--- config.mk ---
export PLATFORM = sky130hd
export DESIGN_NAME = chan_scan_seq_flat
export DESIGN_NICKNAME = d
export VERILOG_FILES = /design/src/rtl/scan_pkg.sv /design/src/rtl/chan_scan_seq_if.sv /design/src/rtl/next_chan_find.sv /design/src/rtl/chan_scan_seq.sv /design/src/flat_wrapper.sv
export SDC_FILE = /design/constraint.sdc
export NUM_CORES = 1
export LEC_CHECK = 0
export CAP_MARGIN = 5
export CORE_MARGIN = 8
export CORE_UTILIZATION = 25
export DETAILED_ROUTE_END_ITERATION = 8
export PLACE_DENSITY_LB_ADDON = 0.15
export SLEW_MARGIN = 25
export SYNTH_ARGS = -nofsm -noshare
export SYNTH_HDL_FRONTEND = slang
export SYNTH_SLANG_ARGS = --single-unit
export TNS_END_PERCENT = 50
--- constraint.sdc ---
create_clock -name clk -period 2.2 [get_ports clk]
set_clock_uncertainty 0.1 [all_clocks]
set_input_delay 0.44 -clock clk [delete_from_list [all_inputs] [get_ports clk]]
set_output_delay 0.44 -clock clk [all_outputs]
set_load 0.05 [all_outputs]
--- src/rtl/scan_pkg.sv ---
// Shared definitions for the channel scan sequencer.
//   NCH      number of selectable channels
//   SEL_W    select code width (log2 NCH)
//   DWELL_W  width of the dwell-time input
//   NO_CH    finder sentinel meaning "no enabled channel found"
//   state_e  sequencer FSM states
package scan_pkg;

  localparam int unsigned NCH     = 8;
  localparam int unsigned SEL_W   = 3;
  localparam int unsigned DWELL_W = 8;

  // One past the last valid index, so it can never alias a real channel.
  localparam int unsigned NO_CH   = NCH;

  typedef enum logic [1:0] {
    IDLE,
    SCAN,
    PAUSE
  } state_e;

endpackage

--- src/rtl/chan_scan_seq_if.sv ---
// Control/status bundle between the sweep controller and the scan sequencer.
//   start, stop, hold, single  sweep controls (levels)
//   mask                       per-channel enable
//   dwell                      per-channel dwell time (dwell+1 cycles)
//   sel, sel_valid             select code to the channel selector
//   ch_step, sweep_done        one-cycle strobes
//   busy                       sequencer is not idle
// master: drives controls, observes status. slave: the sequencer.
interface chan_scan_seq_if;

  logic                         start;
  logic                         stop;
  logic                         hold;
  logic                         single;
  logic [scan_pkg::NCH-1:0]     mask;
  logic [scan_pkg::DWELL_W-1:0] dwell;
  logic [scan_pkg::SEL_W-1:0]   sel;
  logic                         sel_valid;
  logic                         ch_step;
  logic                         sweep_done;
  logic                         busy;

  modport master (
    output start, stop, hold, single, mask, dwell,
    input  sel, sel_valid, ch_step, sweep_done, busy
  );

  modport slave (
    input  start, stop, hold, single, mask, dwell,
    output sel, sel_valid, ch_step, sweep_done, busy
  );

endinterface

--- src/rtl/next_chan_find.sv ---
// Combinational next-channel finder.
//   mask      channel enable mask
//   cur       currently selected channel
//   next_idx  lowest enabled channel strictly above cur, else lowest overall
//   wrap      no enabled channel above cur (next_idx came from the wrap)
//   lowest    lowest enabled channel (0 when mask is empty)
//   any_en    at least one channel enabled
module next_chan_find
  import scan_pkg::*;
(
  input  logic [NCH-1:0]   mask,
  input  logic [SEL_W-1:0] cur,
  output logic [SEL_W-1:0] next_idx,
  output logic             wrap,
  output logic [SEL_W-1:0] lowest,
  output logic             any_en
);

  int unsigned lo;
  int unsigned above;

  always_comb begin
    lo    = NO_CH;
    above = NO_CH;
    // Scan downward so the last hit is the lowest matching index.
    for (int i = NCH - 1; i >= 0; i--) begin
      if (mask[i]) begin
        lo = int'(i);
        if (i > int'(cur)) begin
          above = int'(i);
        end
      end
    end
    any_en   = |mask;
    wrap     = (above == NO_CH);
    lowest   = SEL_W'(lo);
    next_idx = wrap ? SEL_W'(lo) : SEL_W'(above);
  end

endmodule

--- src/rtl/chan_scan_seq.sv ---
// Channel scan sequencer: sweeps the 3-bit select code of the 8:1 channel
// selector over the enabled channels with a programmable dwell.
//   clk    rising-edge clock
//   rst_n  asynchronous active-low reset
//   bus    control/status bundle (slave side), see chan_scan_seq_if
// All outputs are registered; busy decodes the state register only.
module chan_scan_seq
  import scan_pkg::*;
(
  input  logic           clk,
  input  logic           rst_n,
  chan_scan_seq_if.slave bus
);

  state_e               state_q;
  logic [SEL_W-1:0]     sel_q;
  logic                 sel_valid_q;
  logic                 ch_step_q;
  logic                 sweep_done_q;
  logic [DWELL_W-1:0]   cnt_q;
  logic                 single_q;

  logic [SEL_W-1:0]     next_idx;
  logic                 wrap;
  logic [SEL_W-1:0]     lowest;
  logic                 any_en;

  next_chan_find u_find (
    .mask     (bus.mask),
    .cur      (sel_q),
    .next_idx (next_idx),
    .wrap     (wrap),
    .lowest   (lowest),
    .any_en   (any_en)
  );

  always_ff @(posedge clk or negedge rst_n) begin
    if (!rst_n) begin
      state_q      <= IDLE;
      sel_q        <= '0;
      sel_valid_q  <= 1'b0;
      ch_step_q    <= 1'b0;
      sweep_done_q <= 1'b0;
      cnt_q        <= '0;
      single_q     <= 1'b0;
    end else begin
      ch_step_q    <= 1'b0;
      sweep_done_q <= 1'b0;
      unique case (state_q)
        IDLE: begin
          if (bus.start && any_en) begin
            state_q     <= SCAN;
            sel_q       <= lowest;
            cnt_q       <= bus.dwell;
            sel_valid_q <= 1'b1;
            ch_step_q   <= 1'b1;
            single_q    <= bus.single;
          end
        end
        SCAN: begin
          if (bus.stop) begin
            state_q     <= IDLE;
            sel_valid_q <= 1'b0;
          end else if (bus.hold) begin
            // The cycle that samples hold still presented sel in SCAN, so it
            // counts toward the dwell; only PAUSE cycles are frozen.
            state_q <= PAUSE;
            if (cnt_q != '0) begin
              cnt_q <= cnt_q - DWELL_W'(1);
            end
          end else if (cnt_q != '0) begin
            cnt_q <= cnt_q - DWELL_W'(1);
          end else if (!any_en) begin
            state_q     <= IDLE;
            sel_valid_q <= 1'b0;
          end else if (wrap && single_q) begin
            state_q      <= IDLE;
            sel_valid_q  <= 1'b0;
            sweep_done_q <= 1'b1;
          end else begin
            sel_q        <= next_idx;
            cnt_q        <= bus.dwell;
            ch_step_q    <= 1'b1;
            sweep_done_q <= wrap;
          end
        end
        PAUSE: begin
          if (bus.stop) begin
            state_q     <= IDLE;
            sel_valid_q <= 1'b0;
          end else if (!bus.hold) begin
            state_q <= SCAN;
          end
        end
        default: begin
          state_q     <= IDLE;
          sel_valid_q <= 1'b0;
        end
      endcase
    end
  end

  assign bus.sel        = sel_q;
  assign bus.sel_valid  = sel_valid_q;
  assign bus.ch_step    = ch_step_q;
  assign bus.sweep_done = sweep_done_q;
  assign bus.busy       = (state_q != IDLE);

endmodule

--- src/flat_wrapper.sv ---
// flat-port wrapper written by rule: the top's interface ports become plain ports
module chan_scan_seq_flat import scan_pkg::*;
  (clk, rst_n, bus_start, bus_stop, bus_hold, bus_single, bus_mask, bus_dwell, bus_sel, bus_sel_valid, bus_ch_step, bus_sweep_done, bus_busy);
  chan_scan_seq_if bus_i ();
  input  logic clk;
  input  logic rst_n;
  input wire logic [$bits(bus_i.start)-1:0] bus_start;
  input wire logic [$bits(bus_i.stop)-1:0] bus_stop;
  input wire logic [$bits(bus_i.hold)-1:0] bus_hold;
  input wire logic [$bits(bus_i.single)-1:0] bus_single;
  input wire logic [$bits(bus_i.mask)-1:0] bus_mask;
  input wire logic [$bits(bus_i.dwell)-1:0] bus_dwell;
  output wire logic [$bits(bus_i.sel)-1:0] bus_sel;
  output wire logic [$bits(bus_i.sel_valid)-1:0] bus_sel_valid;
  output wire logic [$bits(bus_i.ch_step)-1:0] bus_ch_step;
  output wire logic [$bits(bus_i.sweep_done)-1:0] bus_sweep_done;
  output wire logic [$bits(bus_i.busy)-1:0] bus_busy;
  assign bus_i.start = bus_start;
  assign bus_i.stop = bus_stop;
  assign bus_i.hold = bus_hold;
  assign bus_i.single = bus_single;
  assign bus_i.mask = bus_mask;
  assign bus_i.dwell = bus_dwell;
  assign bus_sel = bus_i.sel;
  assign bus_sel_valid = bus_i.sel_valid;
  assign bus_ch_step = bus_i.ch_step;
  assign bus_sweep_done = bus_i.sweep_done;
  assign bus_busy = bus_i.busy;
  chan_scan_seq u_core (.clk(clk), .rst_n(rst_n), .bus(bus_i));
endmodule
==> impl_metrics.tcl <==
set metrics [dict create \
    outcome "finished, violations left" \
    failed_checks "setup timing" \
    yosysUniqueCellTypes 40 \
    final_hold_viol_count 0 \
    synth_edf_count 0 \
    startpoint "u_core.cnt_q[3]$_DFFE_PN0P_" \
    diodes 0 \
    cts_sinks 17 \
    max_freq_ghz 0.438 \
    period_minus_slack_ps 2290 \
    synth.area.top_cells "dfrtp_1 (35%), o21ai_0 (5.8%), a21oi_1 (5.4%)" \
    ys_warn_count 0 \
    cts_buffers 3 \
    hold_buffers 0 \
    synth.cell_area_um2 1200 \
    power.share.clock_pct 12.7 \
    synth_seq_cells 17 \
    cp.required_ps 2240 \
    global_route.overflow_total 0 \
    power_frac_seq_pct 28.2 \
    place_area_um2 1810 \
    drive_gt1_share_pct 36.5 \
    initial_core_util_pct 25.7 \
    clk_latency_ps 250 \
    maxSlewHeadroom_pct 64.2 \
    slew_viol_final 0 \
    drt_wl_total_mm 3.99 \
    clockBufferDepth 2 \
    cts_max_level 1 \
    grt_max_degree 18 \
    drc 0 \
    crit_path_end_kind "flip-flop" \
    drtPass1Iterations 4 \
    power.internal_w 0.00109 \
    finalSetupViolCount 6 \
    fin_crit_sh_pct 104 \
    async_reset_ff_share_pct 100 \
    grt_pass1_vias 1438 \
    cap_violations 0 \
    ys_seq_area_share_pct 35.3 \
    ios 29 \
    cts_tree "done" \
    syn_inst 146 \
    grt_pass1_wl_mm 6.82 \
    drt_iter0_drc 49 \
    wl_per_cell_um 14.6 \
    clk_root_buffer_cell "clkbuf_8" \
    dp.cells 261 \
    worstMarginPinSlew_ps 536 \
    total_leakage_power_nw 0.873 \
    syn_area_per_cell_um2 8.25 \
    cp_data_arrival_time_ps 2320 \
    syn_nets 169 \
    pwr_density_cell_nw_per_um2 929 \
    reg2reg_depth 5 \
    r2r-start "u_core.cnt_q[3]$_DFFE_PN0P_" \
    synth_top_area_share_pct 35.3 \
    holdCritPathClass "input pin to async pin" \
    grt_usage_pct 11.3 \
    synth_area_leader_cell "dfrtp_1" \
    dominantRegCellSynth "dfrtp_1" \
    ant_nets 0 \
    design_area_um2 2030 \
    core_um2 4690 \
    startpoint_type "flip-flop" \
    worst_slack_ps -85.1 \
    rsz0062_at_grt "true" \
    power_frac_comb_pct 59.1 \
    p_sw_w 0.000795 \
    critPathMaxFanout 8 \
    via_per_inst 4.97 \
    vias 1358 \
    clkTransAtPathRegs_ps 70 \
    final_cells 273 \
    peakVddDrop_mv 0.393 \
    swShare_pct 42.1 \
    rows 25 \
    antenna_found_initial 0 \
    layout-area-overhead-vs-synth_pct 68.8 \
    die_area_um2 7300 \
    path_class "flip-flop to flip-flop" \
    die_w_um 85.4 \
    final_nets 243 \
    die_h_um 85.4 \
    io_buffers 28 \
    p_total_w 0.00189 \
    gp_congestion 0.808 \
    dp_hpwl_mm 2.89 \
]
==> cells by family (layout without fill, tap and decap cells) <==
family | after synthesis | in the layout | share of synthesized area (%)
AOI/OAI and AO/OA | 52 | 53 | 29.3
buffers and inverters | 14 | 86 | 5.19
muxes | 5 | 5 | 4.57
DFF | 17 | 17 | 35.3
adders and majority gates | 1 | 1 | 1.04
and+or+nand+nor | 57 | 57 | 24.6
==> layout make-up <==
class | instances | area, µm²
fillers | 483 | 2660
multi-input cells | 116 | 855
repair buffers | 72 | 601
flip-flops and latches | 17 | 428
well taps | 54 | 67.6
clock buffers | 3 | 41.3
inverters | 10 | 37.5
clock inverters | 1 | 5.00
==> power by group through the flow <==
stage	Combinational [W]	Sequential, W	Clock (W)
floorplan	0.000440	0.000633	0
global placement	0.00101	0.000518	0
detailed placement	0.00102	0.000519	0
CTS	0.00108	0.000523	0.000249
global route	0.00121	0.000549	0.000268
finish	0.00112	0.000533	0.000240
==> repair_timing <==
action | CTS | global route
endpoints found under the setup margin | 15 | 12
cloned | 2 | 0
gates resized for setup | 27 | 10
pin swaps | 8 | 2
setup buffers | 5 | 1
==> state kept, by name (all words and copies together) (netlist names) <==
signal and cells:
u_core.bus.ch_step 1, u_core.cnt_q 8, u_core.bus.sel 3, u_core.bus.sweep_done 1
u_core.state_q 2, u_core.single_q 1, u_core.bus.sel_valid 1
==> worst max-delay path, cell delays in order, from the launching register on <==
cell	delay [ps]
dfrtp_1	400
or3_4	400
or4_4	480
o32ai_4	380
a31oi_4	110
mux2_2	310
==> metal layers <==
layer / share of wire [%] / GRT usage, %
met1: 41 / 12.3
met2: 53 / 21.4
met3: 4.9 / 2.12
met4: 0.95 / 2.87
met5: 0 / 0
==> cells in the mapped netlist, types with 3 or more instances <==
cell type,instances
nand3_1,6
a31oi_1,3
a21oi_1,13
dfrtp_1,17
mux2_2,4
o21ai_0,14
nor2b_1,5
o2bb2ai_1,3
nor4_1,4
nand2_1,9
nand2b_1,9
inv_1,10
nor2_1,15
o21bai_1,3
nor3_1,4
==> placed cells by master (no fill, tap or decap), drive strengths merged, types with 2 or more instances in the layout <==
master,n
o32ai,2
a21oi,13
dlygate4sd2,8
o21bai,3
clkbuf,3
mux2,4
dfrtp,17
a22o,2
clkdlybuf4s50,17
o21ai,15
o2bb2ai,3
inv,10
nand2,9
nor2,15
nand3,6
a31oi,5
nand2b,9
nor4,4
nor3,4
buf,47
nor2b,5
==> stage by stage <==
step / TNS [ps] / util, % / hold WS, ps / setup WS [ps]
2_1_floorplan: 0 / - / 44.4 / 13.3
3_3_place_gp: -8520 / 38.5 / 389 / -696
3_5_place_dp: -9630 / 38.5 / 399 / -776
4_1_cts: -241 / 42.5 / 415 / -53.4
5_1_grt: -1030 / 43.4 / 426 / -152
6_report: -222 / 43.4 / 408 / -85.1
==> final timing paths <==
kind                                                    end  slack, ps
min in group clk           u_core.bus.sel_valid$_DFFE_PN0P_        410
max                             u_core.cnt_q[1]$_DFFE_PN0P_        -90
max reg2reg                     u_core.cnt_q[1]$_DFFE_PN0P_        -90
max in group asynchronous     u_core.bus.sel[1]$_DFFE_PN0P_       1370
min reg2reg                u_core.bus.sel_valid$_DFFE_PN0P_        410
min                             u_core.cnt_q[2]$_DFFE_PN0P_        410
No activity file was read; power rests on OpenSTA's default activity.
